$ cat config.mk
export PLATFORM = sky130hd
export DESIGN_NAME = l1_fill_engine
export DESIGN_NICKNAME = d
export VERILOG_FILES = /design/src/rtl/l1_fill_engine.sv
export SDC_FILE = /design/constraint.sdc
export NUM_CORES = 1
export LEC_CHECK = 0
export ABC_CLOCK_PERIOD_IN_PS = 4400
export CAP_MARGIN = 25
export CORE_MARGIN = 1.5
export CORE_UTILIZATION = 45
export CTS_CLUSTER_DIAMETER = 200
export DETAILED_ROUTE_END_ITERATION = 16
export GPL_TIMING_DRIVEN = 0
export HOLD_SLACK_MARGIN = 0.12
export PLACE_DENSITY = 0.82
export SKIP_CTS_REPAIR_TIMING = 1
export SKIP_LAST_GASP = 1
export SLEW_MARGIN = 20
export SYNTH_ARGS = -nofsm -noshare
export SYNTH_HDL_FRONTEND = slang
export SYNTH_SLANG_ARGS = --single-unit
$ cat constraint.sdc
create_clock -name clk_in -period 4.4 [get_ports clk_in]
set_input_delay 0.44 -clock clk_in [delete_from_list [all_inputs] [get_ports clk_in]]
set_output_delay 0.44 -clock clk_in [all_outputs]
set_load 0.01 [all_outputs]
$ cat src/rtl/l1_fill_engine.sv
// ---------------------------------------------------------------------------
// l1_fill_engine
//
// Serves block-cache misses for the L1. It takes miss requests from
// NUM_PORTS lookup ports, reads the world block store (BRAM) and sends back
// fill responses tagged with the port that asked. Ports are picked by a
// round-robin arbiter. One request can be accepted every cycle, and
// responses come back in the order the requests were accepted.
//
// Ports:
//   clk_in      system clock
//   rst_in      asynchronous, active-low reset
//   req_valid   per-port miss request valid
//   req_pos     per-port block position, port i at [i*POS_W +: POS_W]
//   req_ready   per-port accept, one-hot or zero
//   bram_en     BRAM read enable
//   bram_addr   BRAM read address
//   bram_dout   BRAM read data, valid RD_LAT cycles after bram_en
//   resp_valid  single-cycle fill response strobe
//   resp_port   port the response belongs to
//   resp_pos    position being filled
//   resp_type   block type for resp_pos (0 = air when out of range)
//   busy        at least one request in flight
// ---------------------------------------------------------------------------
module l1_fill_engine #(
    parameter int NUM_PORTS  = 4,
    parameter int POS_W      = 16,
    parameter int TYPE_W     = 4,
    parameter int RD_LAT     = 2,
    parameter int WORLD_SIZE = 65536
) (
    input  logic                          clk_in,
    input  logic                          rst_in,
    input  logic [NUM_PORTS-1:0]          req_valid,
    input  logic [NUM_PORTS*POS_W-1:0]    req_pos,
    output logic [NUM_PORTS-1:0]          req_ready,
    output logic                          bram_en,
    output logic [POS_W-1:0]              bram_addr,
    input  logic [TYPE_W-1:0]             bram_dout,
    output logic                          resp_valid,
    output logic [$clog2(NUM_PORTS)-1:0]  resp_port,
    output logic [POS_W-1:0]              resp_pos,
    output logic [TYPE_W-1:0]             resp_type,
    output logic                          busy
);

    localparam int PORT_W = $clog2(NUM_PORTS);

    // One extra bit so that WORLD_SIZE == 2**POS_W still fits.
    localparam logic [POS_W:0] WORLD_LIMIT = (POS_W+1)'(WORLD_SIZE);

    logic [PORT_W-1:0] rr_ptr;
    logic [PORT_W-1:0] grant_idx;
    logic [PORT_W-1:0] cand;
    logic              grant_found;
    logic              accept;
    logic [POS_W-1:0]  sel_pos;
    logic              sel_oob;

    logic [RD_LAT-1:0] stg_valid;
    logic [RD_LAT-1:0] stg_oob;
    logic [RD_LAT-1:0] valid_shift;
    logic [PORT_W-1:0] stg_port [RD_LAT];
    logic [POS_W-1:0]  stg_pos  [RD_LAT];

    // Round-robin scan starting at rr_ptr. The candidate index wraps
    // naturally because NUM_PORTS is a power of two.
    always_comb begin
        grant_found = 1'b0;
        grant_idx   = '0;
        cand        = '0;
        for (int k = 0; k < NUM_PORTS; k++) begin
            cand = rr_ptr + k[PORT_W-1:0];
            if (!grant_found && req_valid[cand]) begin
                grant_found = 1'b1;
                grant_idx   = cand;
            end
        end
    end

    // Requestors see no grant while reset is held. Since ready is only
    // raised on a valid port, a grant is always a transfer.
    always_comb begin
        accept  = grant_found & rst_in;
        sel_pos = req_pos[grant_idx*POS_W +: POS_W];
        sel_oob = ({1'b0, sel_pos} >= WORLD_LIMIT);

        req_ready = '0;
        if (accept) begin
            req_ready[grant_idx] = 1'b1;
        end

        // Out-of-range requests skip the BRAM but still travel down the
        // pipeline so that they are answered in order, with air.
        bram_en   = accept & ~sel_oob;
        bram_addr = bram_en ? sel_pos : '0;
    end

    // Next value of the stage valids. busy is built from it so that busy
    // is registered in step with the stages.
    always_comb begin
        valid_shift    = stg_valid << 1;
        valid_shift[0] = accept;
    end

    // The arbiter pointer moves to the port just after the one that was
    // served. It holds when nothing is accepted.
    always_ff @(posedge clk_in or negedge rst_in) begin
        if (!rst_in) begin
            rr_ptr <= '0;
        end else if (accept) begin
            rr_ptr <= grant_idx + 1'b1;
        end
    end

    // Request pipeline. It is matched to the BRAM read latency, so the
    // last stage lines up with bram_dout for the same request.
    always_ff @(posedge clk_in or negedge rst_in) begin
        if (!rst_in) begin
            stg_valid <= '0;
            stg_oob   <= '0;
            busy      <= 1'b0;
            for (int s = 0; s < RD_LAT; s++) begin
                stg_port[s] <= '0;
                stg_pos[s]  <= '0;
            end
        end else begin
            stg_valid   <= valid_shift;
            busy        <= |valid_shift;
            stg_oob[0]  <= sel_oob;
            stg_port[0] <= grant_idx;
            stg_pos[0]  <= sel_pos;
            for (int s = 1; s < RD_LAT; s++) begin
                stg_oob[s]  <= stg_oob[s-1];
                stg_port[s] <= stg_port[s-1];
                stg_pos[s]  <= stg_pos[s-1];
            end
        end
    end

    // Response register. It captures bram_dout on the edge where the read
    // data belongs to the last stage. The fields keep their last value
    // between responses.
    always_ff @(posedge clk_in or negedge rst_in) begin
        if (!rst_in) begin
            resp_valid <= 1'b0;
            resp_port  <= '0;
            resp_pos   <= '0;
            resp_type  <= '0;
        end else begin
            resp_valid <= stg_valid[RD_LAT-1];
            if (stg_valid[RD_LAT-1]) begin
                resp_port <= stg_port[RD_LAT-1];
                resp_pos  <= stg_pos[RD_LAT-1];
                resp_type <= stg_oob[RD_LAT-1] ? '0 : bram_dout;
            end
        end
    end

endmodule

Yosys cells after proc, flatten, opt, wreduce, memory -nomap -nowiden --
Index checks and enable logic that the tools add are counted.
Word-level totals: bits in registers 64, bits of input ports 74
Cells by class: $add $sub $neg 4, magnitude comparators 6, shift operators 1, muxes and demuxes 20, bitwise operators 1, reductions and logical operators 8
Operators with widths (count):
- $shiftx 64x7->16 | 1
- $mux 16 | 1
- $lt 2x3->1 const B | 5
- $mux 1 | 9
- $bmux 1 s2 | 4
- $mux 2 | 4
- $add 2x1->2 const B | 2
- $add 2x2->2 const B | 2
- $logic_and 1x1->1 | 4
- $mux 4 | 1
- $logic_not 1->1 | 3
- $demux 1 s2 | 1
- $ge 2x1->1 const B | 1
- $reduce_or 2->1 | 1
- $and 1x1->1 | 1

Longest topological paths before layout --
depth in word-level cells 17, gate-level depth with buffers 8

Least setup slack after synthesis --
OpenSTA, ideal clock, no wires.
path type register to output, start reg rr_ptr[1], end out req_ready[2], arrival time 1.729 ns, path slack 2.231 ns, stages on the path, launching flop included 7, path buffers 1, path through dfrtp_1 mux2_4 a221oi_4 inv_4 buf_6 ha_1 and2_1
On the way: cells in the longest elaborated chain, start to end 17, elaborated cells between the ends (all ways) 32, those cells by class 3 x add/sub; 2 x order compare; 19 x mux; 1 x bitwise; 7 x reduce/logical
Ends and longest elaborated chain:
- start: declaration | line 52 | logic [PORT_W-1:0] rr_ptr;
- start signal: assignment | line 112 | rr_ptr <= grant_idx + 1'b1;
- parallel branches: the longest is 11 deep, another holds $add 2x1->2
- $mux 2 * | line 74 | if (!grant_found && req_valid[cand]) begin
- named net grant_idx[0] | line 53 | logic [PORT_W-1:0] grant_idx;
- $lt 2x3->1 (implied by the code) or $ge 2x1->1 (tied branches) | line 90 | req_ready[grant_idx] = 1'b1;
- $logic_and 1x1->1 (implied by the code) | line 90
- $mux 1 (implied by the code) | line 90
- $demux 1 s2 * | line 90
- $mux 4 * | line 89 | if (accept) begin
- end: declaration | line 36 | output logic [NUM_PORTS-1:0] req_ready,
Mark *: on every way through the listed nets, which the timed path passes. The select of a mux whose other input is x is not followed.

Worst setup path in the final report --
start in rst_in, end out bram_addr[13]
On the way: cells in the longest elaborated chain, start to end 2
Ends and longest elaborated chain:
- start: declaration | line 33 | input logic rst_in,
- $and 1x1->1 | line 84 | accept = grant_found & rst_in;
- $mux 16 | line 96 | bram_addr = bram_en ? sel_pos : '0;
- end: declaration | line 38 | output logic [POS_W-1:0] bram_addr,
Every way passes these cells.

==> summary.txt <==
Outcome
  – Status: completed

Floorplan
  – Chip Width: 80.79 um
  – Area of the die: 6526 um2
  – Initial Utilization: 0.4626
  – Row cnt: 28
  – DIE HEIGHT: approximately 80 um
  – Top Ports: 119
  – Core box area: 5886 um2

Logic synthesis
  – Most area-consuming cells after synthesis: dfrtp_1 (59%), mux2i_1 (18%), mux2_2 (9.5%)
  – Post-Syn Instances: 187
  – Count leader, synth: dfrtp_1
  – Top FF cell, synth: dfrtp_1
  – YS warnings: 0
  – Post-synth EDFFs: 0
  – Mean Syn Cell Area: 14.56 um2
  – #FFs+latches synth: 64
  – Post-synth top cells: dfrtp_1 (64), mux2i_1 (48), mux2_2 (23), o22ai_1 (16)
  – Synth unique cells: 25
  – Synthesized cell area: 2723 um2
  – Post-synth ARST share: 1.000
  – Post-Syn Nets: 265
  – Synth area leader: dfrtp_1
  – Synth top area share: 0.5882
  – Register area share after synthesis: 0.5882

Power and ir drop
  – Leakage: roughly 1.8 nW
  – Total power: 2.194 mW
  – VDD IR max: 0.2669 mV
  – Cell Pwr Density: 522.5 nW/um2

Global route
  – Total GRT Usage: 0.2102
  – First-pass GRT wire length: 9.929 mm
  – Number of global-route vias before repair: roughly 2000
  – Met3 Usage GRT: 0.06629
  – Initial antenna violation count: 0
  – Largest net degree at the start of global routing: 63
  – Met2 Use GR: 0.3639
  – Busiest grt layer: met2
  – GR Overflow Total: 0
  – GRT met1 Usage: 0.2581

Layout
  – Fillers: 456
  – Share of cells above drive strength 1: 0.1579
  – Final nets: 396
  – Synth-to-layout area growth: 54.23%
  – Antenna cell count: 0

Routing
  – Remaining DRCs: 0
  – 1st-pass router iterations: 5
  – Vias: 1989
  – Starting DRT DRC Count: 45
  – Routed Antenna Nets: 0
  – Total routed wirelength: 6.483 mm
  – WL/cell: 16.29 um
  – Vias per std cell: 4.997

Worst setup path
  – Critical path class: in -> out
  – Crit end category: primary output
  – Data required time of the critical path: 3.96 ns
  – Crit path arrival time: 3.17 ns
  – Worst Path Max Fanout: 62
  – Crit path launch type: input port

Timing
  – # setup viols final: 0
  – Slew @ Worst Pin: 0.6296 ns
  – Final period util: 0.8211
  – Maximum clock rate: between 200 and 300 MHz
  – Final hold violations: 0
  – Tmin final: 3.613 ns
  – RSZ-0062 raised after global routing: no
  – Max Transition Viols Final: 0
  – Worst Hold Margin: 0.3487 ns
  – Fin Setup TNS: 0 ns
  – Fin Clk Skew: 0.004343 ns
  – Slew HR: 0.5803

Clock tree
  – Total CTS buffers: 9
  – Root buf cell: clkbuf_8
  – H-tree levels: 3
  – CTS tree: done
  – Max Root-Sink Buffers: 2
  – # clock sinks: 64
  – Clock transition at path regs: 0.06 ns
  – Skew-Pair Late Insertion Delay: 0.32 ns

Place
  – IO buf count: around 120
  – Detailed Place HPWL: between 4 and 5 mm
  – Routability cong.: 0.6861

Min path
  – Hold Crit Class: reg -> reg

Run
  – Max-cap violations: 0
final cells by class:
class / count / area (um2) / share of cell area
multi-input cells: 109 / 1030 / 0.2452
flip-flops and latches: 64 / 1602 / 0.3814
repair buffers: 120 / 1216 / 0.2896
clock inverters: 3 / 17.52 / 0.004172
plain buffers: 11 / 77.57 / 0.01847
clock buffers: 13 / 148.9 / 0.03546
well taps: 75 / 93.84 / 0.02235
inverters: 3 / 13.76 / 0.003278
flip-flops by register name, summed over array words and instances, names as in the netlist:
name        count
resp_type       4
resp_port       2
stg_valid       2
resp_pos       16
busy            1
rr_ptr          2
stg_port        4
stg_pos        32
resp_valid      1
worst paths after layout:
kind                             startpoint            end  slack (ns)  cells past startpoint
worst max-delay path                 rst_in  bram_addr[13]        0.79                      9
worst min-delay path            stg_pos[30]    stg_pos[14]        0.35                      0
worst max register to register    rr_ptr[0]      rr_ptr[1]        2.33                      7
worst min register to register  stg_pos[30]    stg_pos[14]        0.35                      0
max in group asynchronous            rst_in    stg_port[0]        3.45                      3
min in group asynchronous            rst_in   resp_type[1]        0.47                      2
kinds of logic (layout without fill, tap and decap cells):
group / after synthesis / after routing / synth area share
mux: 72 / 72 / 0.2771
simple gates: 10 / 10 / 0.02160
fa+ha+maj: 4 / 4 / 0.01838
compound gates: 23 / 23 / 0.06112
buf+inv: 14 / 150 / 0.03355
flops: 64 / 64 / 0.5882
routing by layer:
layer	wire, um	vias to the layer above
li1	-	937
met1	2706	980
met2	3371	67
met3	347	5
met4	56	0
met5	0	-
worst max-delay path, cell delays in order:
cell	delay [ns]
dlygate4sd3_1	0.53
buf_4	0.16
buf_16	0.27
o41a_1	0.20
clkbuf_1	0.36
nand2_2	0.21
buf_6	0.21
o22ai_1	0.19
clkdlybuf4s50_1	0.57
layout by cell type, fill, tap and decap left out, types with 2 or more instances in the layout:
cell               n
clkbuf_1           4
mux2i_1           48
buf_6              3
buf_4              4
clkdlybuf4s50_1  117
and2_1             4
ha_1               4
inv_1              2
buf_1              2
clkinv_2           2
mux2_2            23
buf_2              2
dfrtp_1           64
o22ai_1           16
a21oi_1            3
clkbuf_8          10
stage by stage:
step / std cells / setup slack, ns / utilization / area, um2
final: 398 / 0.7873 / 0.7134 / 4199
after detailed placement: 381 / 1.059 / 0.6835 / 4023
after global placement: 380 / -0.8715 / 0.6792 / 3998
after floorplan: 187 / 2.231 / - / 2723
after global routing: 398 / 0.5580 / 0.7134 / 4199
after CTS: 397 / 1.052 / 0.7117 / 4189
power by group:
| part | leakage (nW) | switching [mW] | total [mW] | internal [mW] |
|---|---|---|---|---|
| clock | 0.0834 | 0.203 | 0.421 | 0.218 |
| sequential | 0.747 | 0.0793 | 0.883 | 0.803 |
| combinational | 1.01 | 0.384 | 0.890 | 0.506 |
Power figures use the tool's default switching activity.
